<file path="config.mk">
export PLATFORM = sky130hd
export DESIGN_NAME = uart_rx_fifo_flat
export DESIGN_NICKNAME = d
export VERILOG_FILES = /design/src/rtl/uart_rx_fifo_if.sv /design/src/rtl/uart_rx_fifo.sv /design/src/flat_wrapper.sv
export SDC_FILE = /design/constraint.sdc
export NUM_CORES = 1
export LEC_CHECK = 0
export CAP_MARGIN = 10
export CORE_MARGIN = 1.5
export CORE_UTILIZATION = 55
export DETAILED_ROUTE_END_ITERATION = 6
export GPL_TIMING_DRIVEN = 0
export HOLD_SLACK_MARGIN = 0.05
export PLACE_DENSITY_LB_ADDON = 0.08
export SYNTH_ARGS = -nofsm -noshare
export SYNTH_HDL_FRONTEND = slang
export SYNTH_SLANG_ARGS = --single-unit
</file>
<file path="constraint.sdc">
create_clock -name bus_clk -period 4.7 [get_ports bus_clk]
set_input_delay 0.94 -clock bus_clk [delete_from_list [all_inputs] [get_ports bus_clk]]
set_output_delay 0.94 -clock bus_clk [all_outputs]
set_load 0.01 [all_outputs]
</file>
<file path="src/rtl/uart_rx_fifo_if.sv">
// uart_rx_fifo_if: byte-in / data-register-read handshake between the serial receiver, the bus and the rx buffer
//   in_data/in_valid : received byte and its one-cycle strobe (receiver -> buffer)
//   rd_req           : decoded data-register read (bus -> buffer)
//   rd_data/rd_ack   : read result and one-cycle acknowledge (buffer -> bus)
interface uart_rx_fifo_if;
  logic [7:0]  in_data;
  logic        in_valid;
  logic        rd_req;
  logic [31:0] rd_data;
  logic        rd_ack;
  modport master (output in_data, in_valid, rd_req, input rd_data, rd_ack);
  modport slave (input in_data, in_valid, rd_req, output rd_data, rd_ack);
endinterface

</file>
<file path="src/rtl/uart_rx_fifo.sv">
// uart_rx_fifo: receive byte buffer behind the UART data register, with overflow, count, threshold irq and flush
//   bus_clk, bus_reset_l : clock, asynchronous active-low reset
//   bus                  : in_data/in_valid push side, rd_req/rd_data/rd_ack read side
//   flush, clr_overflow  : synchronous clear of contents, clear of the sticky overflow flag
//   overflow, count, irq : sticky drop flag, occupancy, registered level interrupt
module uart_rx_fifo #(
  parameter int DEPTH_LOG2 = 4,
  parameter int IRQ_THRESH = 1
) (
  input  logic                  bus_clk,
  input  logic                  bus_reset_l,
  uart_rx_fifo_if.slave         bus,
  input  logic                  flush,
  input  logic                  clr_overflow,
  output logic                  overflow,
  output logic [DEPTH_LOG2:0]   count,
  output logic                  irq
);
  localparam int CW = DEPTH_LOG2 + 1;
  localparam logic [CW-1:0] FULL_CNT = CW'(1 << DEPTH_LOG2);
  localparam logic [CW-1:0] THRESH = CW'(IRQ_THRESH);
  logic [7:0] mem [1 << DEPTH_LOG2];
  logic [DEPTH_LOG2-1:0] wr_ptr, rd_ptr;
  logic full, empty, pop, push, drop;
  logic [CW-1:0] next_count;
  // a pop frees a slot in the same edge, so a full buffer still accepts a byte when it is also being read
  always_comb begin
    full = count == FULL_CNT;
    empty = count == '0;
    pop = bus.rd_req && !empty && !flush;
    push = bus.in_valid && (!full || pop) && !flush;
    drop = bus.in_valid && full && !bus.rd_req && !flush;
    next_count = flush ? '0 : (push && !pop) ? count + CW'(1) : (pop && !push) ? count - CW'(1) : count;
  end
  always_ff @(posedge bus_clk)
    if (push) mem[wr_ptr] <= bus.in_data;
  always_ff @(posedge bus_clk or negedge bus_reset_l)
    if (!bus_reset_l) begin
      wr_ptr <= '0;
      rd_ptr <= '0;
      count <= '0;
      overflow <= 1'b0;
      irq <= 1'b0;
      bus.rd_ack <= 1'b0;
      bus.rd_data <= '0;
    end else begin
      wr_ptr <= flush ? '0 : push ? wr_ptr + DEPTH_LOG2'(1) : wr_ptr;
      rd_ptr <= flush ? '0 : pop ? rd_ptr + DEPTH_LOG2'(1) : rd_ptr;
      count <= next_count;
      overflow <= drop || (overflow && !clr_overflow);
      irq <= (next_count >= THRESH) && !flush;
      bus.rd_ack <= bus.rd_req;
      bus.rd_data <= !bus.rd_req ? '0 : (empty || flush) ? '1 : {24'h0, mem[rd_ptr]};
    end
endmodule
</file>
<file path="src/flat_wrapper.sv">
// flat-port wrapper written by rule: the top's interface ports become plain ports
module uart_rx_fifo_flat 
#(
  parameter int DEPTH_LOG2 = 4,
  parameter int IRQ_THRESH = 1
)
  (bus_clk, bus_reset_l, flush, clr_overflow, overflow, count, irq, bus_in_data, bus_in_valid, bus_rd_req, bus_rd_data, bus_rd_ack);
  uart_rx_fifo_if bus_i ();
  input  logic bus_clk;
  input  logic bus_reset_l;
  input  logic flush;
  input  logic clr_overflow;
  output logic overflow;
  output logic [DEPTH_LOG2:0] count;
  output logic irq;
  input wire logic [$bits(bus_i.in_data)-1:0] bus_in_data;
  input wire logic [$bits(bus_i.in_valid)-1:0] bus_in_valid;
  input wire logic [$bits(bus_i.rd_req)-1:0] bus_rd_req;
  output wire logic [$bits(bus_i.rd_data)-1:0] bus_rd_data;
  output wire logic [$bits(bus_i.rd_ack)-1:0] bus_rd_ack;
  assign bus_i.in_data = bus_in_data;
  assign bus_i.in_valid = bus_in_valid;
  assign bus_i.rd_req = bus_rd_req;
  assign bus_rd_data = bus_i.rd_data;
  assign bus_rd_ack = bus_i.rd_ack;
  uart_rx_fifo #(.DEPTH_LOG2(DEPTH_LOG2), .IRQ_THRESH(IRQ_THRESH)) u_core (.bus_clk(bus_clk), .bus_reset_l(bus_reset_l), .bus(bus_i), .flush(flush), .clr_overflow(clr_overflow), .overflow(overflow), .count(count), .irq(irq));
endmodule
</file>
### Yosys cells after proc, flatten, opt, wreduce, memory -nomap -nowiden

Memories as Yosys holds them, arrays and structs flattened.
Cells that the tools add are included.

| storage, ports and cells | value |
|---|---|
| input port bits | 14 |
| register bits after elaboration | 48 |
| output and inout port bits | 40 |
| memories kept | 1 |
| logic and storage cells | 49 |
| memory bits (writable) | 128 |

| operators by class | value |
|---|---|
| multiplexer cells | 11 |
| add/subtract/negate cells | 4 |
| eq/ne operators | 1 |
| order comparisons | 1 |
| reduce and logical (&&, ||, !) cells | 24 |

Memory list:

| memory | words | bits a word | rd ports | clocked after Yosys merged registers in | wr ports | line | source |
|---|---|---|---|---|---|---|---|
| u_core.mem | 16 | 8 | 1 | 0 | 1 | uart_rx_fifo.sv:22 | `logic [7:0] mem [1 << DEPTH_LOG2];` |

Operator list:

| operator | count |
|---|---|
| 32-bit two-way mux | 2 |
| 4-bit two-way mux | 4 |
| 5-bit two-way mux | 3 |
| 1-bit logical AND | 11 |
| 4-bit by 1-bit adder with 4-bit output (second input constant) | 2 |
| 1-bit zero test | 7 |
| 5-bit by 1-bit adder with 5-bit output (second input constant) | 1 |
| 5-bit == test (second input constant) | 1 |
| 5-bit by 1-bit greater-or-equal comparator with 1-bit output (second input constant) | 1 |
| 5-bit zero test | 1 |
| 5-bit by 1-bit subtractor with 5-bit output (second input constant) | 1 |
| 2-bit nonzero test | 2 |
| 1-bit logical OR | 3 |
| 1-bit two-way mux | 2 |

### Depth between registers and ports, before layout

Gate-level depths: netlist of run 1.

| depth | value |
|---|---|
| depth in word-level cells | 14 |
| depth in mapped cells | 7 |

### Worst setup path before layout of run 1

OpenSTA, ideal clock, no wires.

| path | value |
|---|---|
| kind | input -> register |
| start point | input port bus_in_valid |
| end point | memory u_core.mem[1][0], enable pin |
| data arrival time | 2.249 ns |
| stages | 6 |
| setup slack | 2.068 ns |
| library setup time | 0.383 ns |
| cell sequence | clkbuf_1 inv_1 nor2_1 and2_1 nand2_1 nor3_1 |

| between the ends | value |
|---|---|
| cells in the longest elaborated chain, start to end | 4 |

RTL lines:

| element | line | source |
|---|---|---|
| start: declaration | flat_wrapper.sv:17 | `input wire logic [$bits(bus_i.in_valid)-1:0] bus_in_valid;` |
| 1-bit logical AND (2 in series) | uart_rx_fifo.sv:31 | `push = bus.in_valid && (!full \|\| pop) && !flush;` |
| 1-bit two-way mux | uart_rx_fifo.sv:36 | `if (push) mem[wr_ptr] <= bus.in_data;` |
| 1-bit two-way mux (not written as such) | uart_rx_fifo.sv:36 |  |
| end: declaration | uart_rx_fifo.sv:22 |  |

No other way between the ends.

### Final worst setup path of run 1

| path | value |
|---|---|
| start point | input port bus_in_valid |
| end point | memory u_core.mem[2][1], enable pin |

The elaborated chain is that of the path after synthesis.

==> flow_metrics.py, run 1 <==
metrics = {
    "timing": {
        "hold_slack_ns": 0.536,
        "tightestPinTransition_ns": 1.11,
        "setup_violations": 0,
        "fin_crit_ns": 3.24,
        "drv_slew": 0,
        "rsz0062_at_grt": "no",
        "finalHoldViolations": 0,
        "fin_skew_ns": 0.00832,
        "max_freq_mhz": 309,
        "tns_ns": 0,
        "max-slew-margin-rel": 0.262,
        "final.period_utilization": 0.690,
    },
    "route": {
        "drtAntennaViolNets": 0,
        "totalWireLength_um": 12500,
        "drc": 0,
        "drtPass1Iterations": 4,
        "post_drt_wl_per_cell_um": 20.7,
        "viasPerCell": 5.70,
        "drtIter0Drc": 351,
        "num_vias": 3429,
    },
    "critical_path": {
        "path_max_fanout": 10,
        "reg2reg_depth": 8,
        "start_kind": "primary input",
        "r2r-end": "u_core.mem[2][1]",
        "cp-end-kind": "flop",
        "worstPathCellList": "clkdlybuf4s50_1 > clkbuf_1 > inv_1 > nor2_1 > and2_1 > nand2_1 > nor3_1 > buf_4",
        "cp_top_family": "buffers and inverters",
        "critPathSlowestCell": "nor3_1",
        "crit_buf_inv": 4,
        "arrival_ns": 3.37,
        "critPathCapture": "u_core.mem[2][1]",
        "ff2ff_setup_slack_ns": 1.80,
        "worst-path-stages": 8,
        "max_stage_delay_ns": 0.59,
        "path_class": "in2reg",
        "cp-startpoint": "bus_in_valid",
        "required_ns": 4.83,
        "r2r_start": "u_core.count[1]",
    },
    "synthesis": {
        "async_flop_share": 0.163,
        "ys_warn_count": 0,
        "ys_seq_area_frac": 0.701,
        "avgSynthCellArea_um2": 17.2,
        "syn_nets": 392,
        "synthDistinctLibCells": 42,
        "synth_flop_cell": "edfxtp_1",
        "synth_edf_count": 128,
        "synth_seq_cells": 153,
        "synth_area_um2": 6370,
        "synthCells": 370,
    },
    "grt": {
        "grtUsageMet3": 0.0593,
        "grt_antenna_before_repair": 0,
        "grt_pass1_vias": 3512,
        "grtUsageMet1": 0.292,
        "grt.met2_usage": 0.354,
        "globalRoute.totalOverflow": 0,
        "grt_start_max_net_pins": 26,
        "grt.busiest_layer": "met2",
        "grt_pass1_wl_um": 19600,
        "grt_usage": 0.220,
    },
    "layout": {
        "regArea_um2": 4470,
        "multi_input_area_um2": 1640,
        "layout-drive-gt1-share": 0.205,
        "synthToLayoutAreaGrowth_pct": 20.9,
        "final_cells": 602,
        "final_nets": 469,
        "fin_util": 0.677,
        "diodes": 0,
        "fillers": 786,
    },
    "cts": {
        "htreeDepth": 4,
        "cts_sinks": 153,
        "cts_hold_buf": 0,
        "cts_tree": "built",
        "path_clk_slew_ns": 0.06,
        "cts_resized": 0,
        "clk_latency_ns": 0.42,
        "cts-buffers-inserted": 17,
        "cts_buffer_depth": 2,
        "postCtsSetupRepairBufs": 0,
        "clockRootBuffer": "clkbuf_16",
    },
    "floorplan": {
        "core-area_um2": 11400,
        "start_util": 0.560,
        "die_w_um": 111,
        "die-area_um2": 12200,
        "rows": 39,
        "dieHeight_um": 111,
        "ioPinCount": 54,
    },
    "worst_hold_path": {
        "hp-class": "reg2reg",
    },
    "placed_design": {
        "gp_congestion": 0.842,
        "dpl.hpwl_um": 8050,
        "io_buffers": 53,
        "post-place-cells": 569,
    },
    "pwr": {
        "finalPower_uw": 3910,
        "peakVddDrop_v": 0.000378,
        "p_leak_uw": 0.00264,
        "powerDensity_nw_per_um2": 507,
    },
    "flow_run": {
        "cap_violations": 0,
    },
    "run_status": {
        "run_status": "finished clean",
    },
}
layout by cell type (no fill, tap or decap), drive strengths merged, types with 4 or more instances in the layout:
cell	synthesis	routed
a21oi	12	12
buf	29	34
clkbuf	10	28
clkdlybuf4s50	0	53
clkinv	0	9
dfrtp	25	25
edfxtp	128	128
ha	8	8
inv	7	7
mux2i	18	18
mux4	32	32
nand2	28	28
nand3	4	4
nor2	25	25
nor3	6	6
sequential cells by signal, indices dropped and copies added, names as in the netlist:
signal / count
u_core.mem: 128
u_core.bus.rd_data: 9
u_core.count: 5
u_core.rd_ptr: 4
u_core.wr_ptr: 4
u_core.bus.rd_ack: 1
u_core.irq: 1
u_core.overflow: 1
layer usage:
layer,share of wire,vias to the layer above
met5,0,-
met4,0.018,0
met3,0.068,17
met2,0.50,116
met1,0.42,1738
li1,-,1558
worst min path at each step:
stage	slack, ns	from	end	depth (start not counted)
2_1_floorplan	0.54	u_core.rd_ptr[2]	u_core.rd_ptr[2]	2
3_3_place_gp	0.50	u_core.overflow	u_core.overflow	2
3_5_place_dp	0.53	u_core.overflow	u_core.overflow	2
4_1_cts	0.54	u_core.overflow	u_core.overflow	2
5_1_grt	0.56	u_core.overflow	u_core.overflow	2
6_report	0.54	u_core.overflow	u_core.overflow	2
Yosys cell counts (all sizes together), types with 2 or more instances:
cell | count | area (um2)
xnor2 | 3 | 26.3
dfrtp | 25 | 626
o21ai | 2 | 10.0
inv | 7 | 26.3
buf | 29 | 200
mux2i | 18 | 180
nand2b | 3 | 18.8
nor2b | 3 | 18.8
nand2 | 28 | 105
nand3 | 4 | 20.0
nor2 | 25 | 96.4
mux4 | 32 | 721
edfxtp | 128 | 3840
xor2 | 3 | 26.3
nor3 | 6 | 30.0
a21oi | 12 | 60.1
clkbuf | 10 | 37.5
nor4b | 2 | 32.5
nor3b | 3 | 32.5
ha | 8 | 100
a32oi | 3 | 26.3
power breakdown:
group          switching (uW)  internal (uW)
Combinational             458            548
Clock                     499            816
Sequential               59.3           1530
Total                    1020           2890
worst min-delay path: stages, from the launching register on:
cell and delay (ns):
dfrtp_1 0.38, inv_1 0.06, o32ai_1 0.06
metrics by stage:
| stage | instance area (um2) | worst slack (ns) |
|---|---|---|
| global placement | 7080 | 0.792 |
| floorplan | 6370 | 2.07 |
| global route | 7700 | 1.34 |
| detailed placement | 7100 | 0.850 |
| finish | 7700 | 1.46 |
| CTS | 7670 | 1.27 |
area by class of cell:
cell class | instances | share of cell area
buffer | 39 | 0.0309
clock buffer | 18 | 0.0557
clock inverter | 13 | 0.0175
inverter | 7 | 0.00341
multi-input combinational | 171 | 0.213
sequential | 153 | 0.580
tap | 143 | 0.0232
timing repair buffer | 58 | 0.0760
cell families (layout without fill, tap and decap cells):
| logic type | count (synthesis) | after routing | synth area share |
|---|---|---|---|
| DFF | 153 | 153 | 0.701 |
| and+or+nand+nor | 83 | 83 | 0.0668 |
| muxes | 51 | 51 | 0.143 |
| buffers and inverters | 46 | 135 | 0.0414 |
| AOI/OAI and AO/OA | 23 | 23 | 0.0234 |
| adders and majority gates | 8 | 8 | 0.0157 |
| xor gates and xnor gates | 6 | 6 | 0.00825 |
No activity file was read; power rests on OpenSTA's default activity.
==> run 2: changes to the inputs <==
--- a/config.mk
+++ b/config.mk
@@ -7,7 +7,7 @@
 export LEC_CHECK = 0
 export CAP_MARGIN = 10
 export CORE_MARGIN = 1.5
-export CORE_UTILIZATION = 55
+export CORE_UTILIZATION = 52
 export DETAILED_ROUTE_END_ITERATION = 6
 export GPL_TIMING_DRIVEN = 0
 export HOLD_SLACK_MARGIN = 0.05
==> constraint.sdc (replaced) <==
create_clock -name bus_clk -period 2.8 [get_ports bus_clk]
set_input_delay 0.56 -clock bus_clk [delete_from_list [all_inputs] [get_ports bus_clk]]
set_output_delay 0.56 -clock bus_clk [all_outputs]
set_load 0.01 [all_outputs]
==> flow_metrics.py, run 2 (synthesis results as in run 1) <==
metrics = {
    "run_status": {
        "run_status": "finished clean",
    },
    "route": {
        "drtPass1Iterations": 4,
        "totalWireLength_um": 12800,
        "drtAntennaViolNets": 0,
        "num_vias": 3437,
        "drtIter0Drc": 276,
        "drc": 0,
        "viasPerCell": 5.71,
        "post_drt_wl_per_cell_um": 21.2,
    },
    "cts": {
        "postCtsSetupRepairBufs": 0,
        "clockRootBuffer": "clkbuf_16",
        "cts-buffers-inserted": 17,
        "clk_latency_ns": 0.43,
        "htreeDepth": 4,
        "path_clk_slew_ns": 0.06,
        "cts_sinks": 153,
        "cts_tree": "built",
        "cts_buffer_depth": 2,
    },
    "placed_design": {
        "post-place-cells": 570,
        "io_buffers": 53,
        "dpl_cell_area_um2": 7090,
        "dpl.hpwl_um": 8050,
        "gp_congestion": 0.803,
    },
    "critical_path": {
        "path_class": "reg2reg",
        "max_stage_delay_ns": 0.64,
        "r2r-end": "u_core.mem[15][3]",
        "path_max_fanout": 9,
        "start_kind": "flop",
        "reg2reg_depth": 7,
        "required_ns": 2.86,
        "ff2ff_setup_slack_ns": 0.04,
        "worstPathCellList": "inv_1 > ha_1 > nor3b_2 > nand3b_1 > and2_1 > nand2_1 > nor2_1",
        "arrival_ns": 2.81,
        "cp-end-kind": "flop",
        "critPathSlowestCell": "nor2_1",
        "r2r_start": "u_core.count[1]",
    },
    "floorplan": {
        "die-area_um2": 12900,
        "dieHeight_um": 114,
        "die_w_um": 114,
        "start_util": 0.533,
        "core-area_um2": 12000,
        "rows": 40,
        "ioPinCount": 54,
    },
    "grt": {
        "grt_antenna_before_repair": 0,
        "grt_start_max_net_pins": 26,
        "globalRoute.totalOverflow": 0,
        "grt_usage": 0.215,
        "grt_pass1_vias": 3455,
        "grt_pass1_wl_um": 19700,
    },
    "layout": {
        "synthToLayoutAreaGrowth_pct": 20.9,
        "largest_reg_flops": 128,
        "final_common_cell": "edfxtp_1",
        "layout_common_cells": "edfxtp_1, clkdlybuf4s50_1, mux4_2, nand2_1, dfrtp_1",
        "design_area_um2": 7700,
        "layout-drive-gt1-share": 0.233,
        "regMostFlops": "u_core.mem",
        "fillers": 871,
        "fin_util": 0.644,
        "diodes": 0,
        "final_cells": 602,
        "final_nets": 465,
        "top_regs": "u_core.mem x128, u_core.bus.rd_data x9, u_core.count x5",
    },
    "timing": {
        "hold_slack_ns": 0.470,
        "max-slew-margin-rel": 0.270,
        "final.period_utilization": 0.984,
        "fin_skew_ns": 0.00813,
        "setup_violations": 0,
        "tightestPinTransition_ns": 1.09,
        "finalHoldViolations": 0,
        "tns_ns": 0,
        "max_freq_mhz": 363,
        "drv_slew": 0,
        "fin_crit_ns": 2.76,
        "rsz0062_at_grt": "yes",
    },
    "pwr": {
        "peakVddDrop_v": 0.000494,
        "powerDensity_nw_per_um2": 826,
        "p_leak_uw": 0.00257,
    },
    "flow_run": {
        "cap_violations": 0,
    },
    "worst_hold_path": {
        "hp-class": "in2async",
    },
}
-- run 2: cell types whose count changed in the layout (fill, tap and decap cells not counted), sizes merged --
cell,before,now
buf,34,30
bufinv,3,0
clkbuf,28,27
clkinv,9,8
clkinvlp,1,6
-- run 2: repair_timing --
item,4_1_cts,5_1_grt
cloned,0,0
hold buffers,0,0
resized for setup,4,15
setup endpoints to repair,32,128
-- run 2: worst max-delay path, delay by kind of cell (launching register included) --
| family | cells | cell delay (ns) |
|---|---|---|
| AND/OR/NAND/NOR | 5 | 1.49 |
| flip-flops | 1 | 0.51 |
| adder cells (fa/ha/maj) | 1 | 0.24 |
| buffers and inverters | 1 | 0.13 |
-- run 2: area by class of cell --
type | instances | area (um2) | share of cell area
clock inverter | 14 | 86.3 | 0.0112
timing repair buffer | 54 | 558 | 0.0725
sequential | 153 | 4470 | 0.580
multi-input combinational | 171 | 1710 | 0.223
tap | 147 | 184 | 0.0239
clock buffer | 17 | 425 | 0.0552
inverter | 7 | 26.3 | 0.00341
buffer | 39 | 238 | 0.0309
-- run 2: worst max-delay path by stage --
stage | from | end | slack, ns
2_1_floorplan | u_core.count[0] | u_core.mem[1][0] | 0.41
3_3_place_gp | bus_in_valid | u_core.mem[3][5] | -0.72
3_5_place_dp | bus_in_valid | u_core.mem[3][5] | -0.84
4_1_cts | bus_in_valid | u_core.mem[7][0] | 0.007
5_1_grt | bus_in_valid | u_core.mem[15][0] | -0.20
6_report | u_core.count[1] | u_core.mem[15][3] | 0.04
-- run 2: where the power goes --
part           total (uW)  switching (uW)  internal, uW
combinational        1710             789           922
clock                1990             882          1110
sequential           2660             101          2560
total                6360            1770          4590
-- run 2: stage by stage --
stage	total power (uW)	worst slack [ns]
after floorplan	3790	0.407
after global placement	4380	-0.717
after detailed placement	4410	-0.838
after CTS	6390	0.00657
after global routing	6640	-0.199
final	6360	0.0442
-- run 2: routing by layer --
| layer | GRT usage | vias to the layer above | wire [um] |
|---|---|---|---|
| met3 | 0.0680 | 21 | 678 |
| met2 | 0.340 | 101 | 6270 |
| met1 | 0.283 | 1768 | 5560 |
| li1 | - | 1547 | - |
| met5 | 0 | - | 0 |
| met4 | 0.0825 | 0 | 260 |
==> run 3: changes to the inputs <==
--- a/config.mk
+++ b/config.mk
@@ -11,7 +11,7 @@
 export DETAILED_ROUTE_END_ITERATION = 6
 export GPL_TIMING_DRIVEN = 0
 export HOLD_SLACK_MARGIN = 0.05
-export PLACE_DENSITY_LB_ADDON = 0.08
+export PLACE_DENSITY = 0.72
 export SYNTH_ARGS = -nofsm -noshare
 export SYNTH_HDL_FRONTEND = slang
 export SYNTH_SLANG_ARGS = --single-unit
==> flow_metrics.py, run 3 (synthesis results as in run 1) <==
metrics = {
    "critical_path": {
        "r2r_start": "u_core.count[1]",
        "cp_top_family": "simple AND/OR/NAND/NOR gates",
        "max_stage_delay_ns": 0.65,
        "arrival_ns": 2.79,
        "start_kind": "primary input",
        "cp-end-kind": "flop",
        "ff2ff_setup_slack_ns": 0.06,
        "cp-startpoint": "bus_in_valid",
        "worstPathCellList": "clkdlybuf4s50_1 > clkbuf_1 > inv_1 > nor2_1 > and2_1 > nand2_1 > nor2_1",
        "r2r-end": "u_core.mem[7][3]",
        "path_class": "in2reg",
        "critPathSlowestCell": "nor2_1",
        "crit_buf_inv": 3,
        "required_ns": 2.84,
        "crit_top_cell": "nor2_1",
        "reg2reg_depth": 7,
        "path_max_fanout": 10,
    },
    "grt": {
        "globalRoute.totalOverflow": 0,
        "grt_start_max_net_pins": 26,
        "grt_usage": 0.204,
        "grt_pass1_wl_um": 18900,
        "grt_pass1_vias": 3394,
        "grt_antenna_before_repair": 0,
    },
    "route": {
        "post_drt_wl_per_cell_um": 20.1,
        "num_vias": 3363,
        "drc": 0,
        "viasPerCell": 5.57,
        "drtAntennaViolNets": 0,
        "totalWireLength_um": 12100,
        "drtIter0Drc": 289,
        "drtPass1Iterations": 4,
    },
    "pwr": {
        "powerDensity_nw_per_um2": 851,
        "peakVddDrop_v": 0.000500,
        "p_leak_uw": 0.00264,
    },
    "worst_hold_path": {
        "hp-class": "in2async",
    },
    "floorplan": {
        "start_util": 0.533,
        "dieHeight_um": 114,
        "die_w_um": 114,
        "rows": 40,
        "core-area_um2": 12000,
        "die-area_um2": 12900,
        "ioPinCount": 54,
    },
    "layout": {
        "final_common_cell": "edfxtp_1",
        "fin_util": 0.651,
        "layout-drive-gt1-share": 0.241,
        "fillers": 838,
        "largest_reg_flops": 128,
        "top_regs": "u_core.mem x128, u_core.bus.rd_data x9, u_core.count x5",
        "layout_common_cells": "edfxtp_1, clkdlybuf4s50_1, mux4_2, nand2_1, dfrtp_1",
        "multi_input_area_um2": 1700,
        "final_nets": 466,
        "synthToLayoutAreaGrowth_pct": 22.1,
        "regMostFlops": "u_core.mem",
        "diodes": 0,
        "design_area_um2": 7780,
        "regArea_um2": 4470,
    },
    "timing": {
        "max_freq_mhz": 363,
        "fin_skew_ns": 0.0115,
        "final.period_utilization": 0.984,
        "hold_slack_ns": 0.400,
        "max-slew-margin-rel": 0.323,
        "finalHoldViolations": 0,
        "fin_crit_ns": 2.75,
        "setup_violations": 0,
        "tightestPinTransition_ns": 1.01,
        "rsz0062_at_grt": "yes",
        "drv_slew": 0,
    },
    "cts": {
        "clk_latency_ns": 0.42,
        "path_clk_slew_ns": 0.06,
        "clockRootBuffer": "clkbuf_16",
        "cts-buffers-inserted": 17,
        "cts_hold_buf": 0,
        "cts_sinks": 153,
        "cts_buffer_depth": 2,
        "htreeDepth": 4,
        "cts_tree": "built",
    },
    "placed_design": {
        "dpl.hpwl_um": 8040,
        "dpl_cell_area_um2": 7090,
        "gp_congestion": 0.826,
        "io_buffers": 53,
    },
    "run_status": {
        "run_status": "finished clean",
    },
    "flow_run": {
        "cap_violations": 0,
    },
}
[run 3: where the power goes]
group	leakage (uW)	switching, uW	internal (uW)
clock network	0.000289	883	1400
logic	0.000875	760	919
registers	0.00148	100	2560
[run 3: metrics by stage]
stage / power, uW / worst slack (ns) / std cells / setup TNS [ns]
finish: 6620 / 0.0452 / 604 / 0
detailed placement: 4390 / -0.731 / 571 / -48.78
global route: 6910 / -0.164 / 604 / -3.61
CTS: 6680 / 0.0382 / 603 / 0
global placement: 4360 / -0.702 / 570 / -51.11
floorplan: 3790 / 0.407 / 370 / 0
[run 3: worst register-to-register path, delay by kind of cell (launching register included)]
family	cells	cell delay, ns
adder cells (fa/ha/maj)	1	0.23
buffers and inverters	1	0.14
flip-flops	1	0.52
AND/OR/NAND/NOR	5	1.46
[run 3: layer usage]
| metal | part of all wire | wire length (um) | GRT usage | up-vias |
|---|---|---|---|---|
| met3 | 0.069 | 834 | 0.0414 | 7 |
| met1 | 0.42 | 5120 | 0.285 | 1700 |
| met5 | 0 | 0 | 0 | - |
| met2 | 0.50 | 6060 | 0.323 | 109 |
| met4 | 0.0087 | 105 | 0.0767 | 0 |
| li1 | - | - | - | 1547 |
[run 3: layout make-up]
type                            count  area share
Clock buffer                       17      0.0547
Inverter                            7     0.00338
Sequential cell                   153       0.574
Multi-Input combinational cell    171       0.219
Timing Repair Buffer               55      0.0724
Tap cell                          147      0.0236
Buffer                             39      0.0306
Clock inverter                     15      0.0225
[run 3: repair_timing]
item                       CTS  global route
gates resized for setup      4            12
setup buffers                0             0
setup endpoints to repair   29           120
[run 3: worst max-delay path by stage]
stage | end | slack [ns] | depth (start not counted)
2_1_floorplan | u_core.mem[1][0] | 0.41 | 7
3_3_place_gp | u_core.mem[3][4] | -0.70 | 7
3_5_place_dp | u_core.mem[2][4] | -0.73 | 7
4_1_cts | u_core.mem[4][6] | 0.04 | 7
5_1_grt | u_core.mem[11][4] | -0.16 | 7
6_report | u_core.mem[7][3] | 0.05 | 7
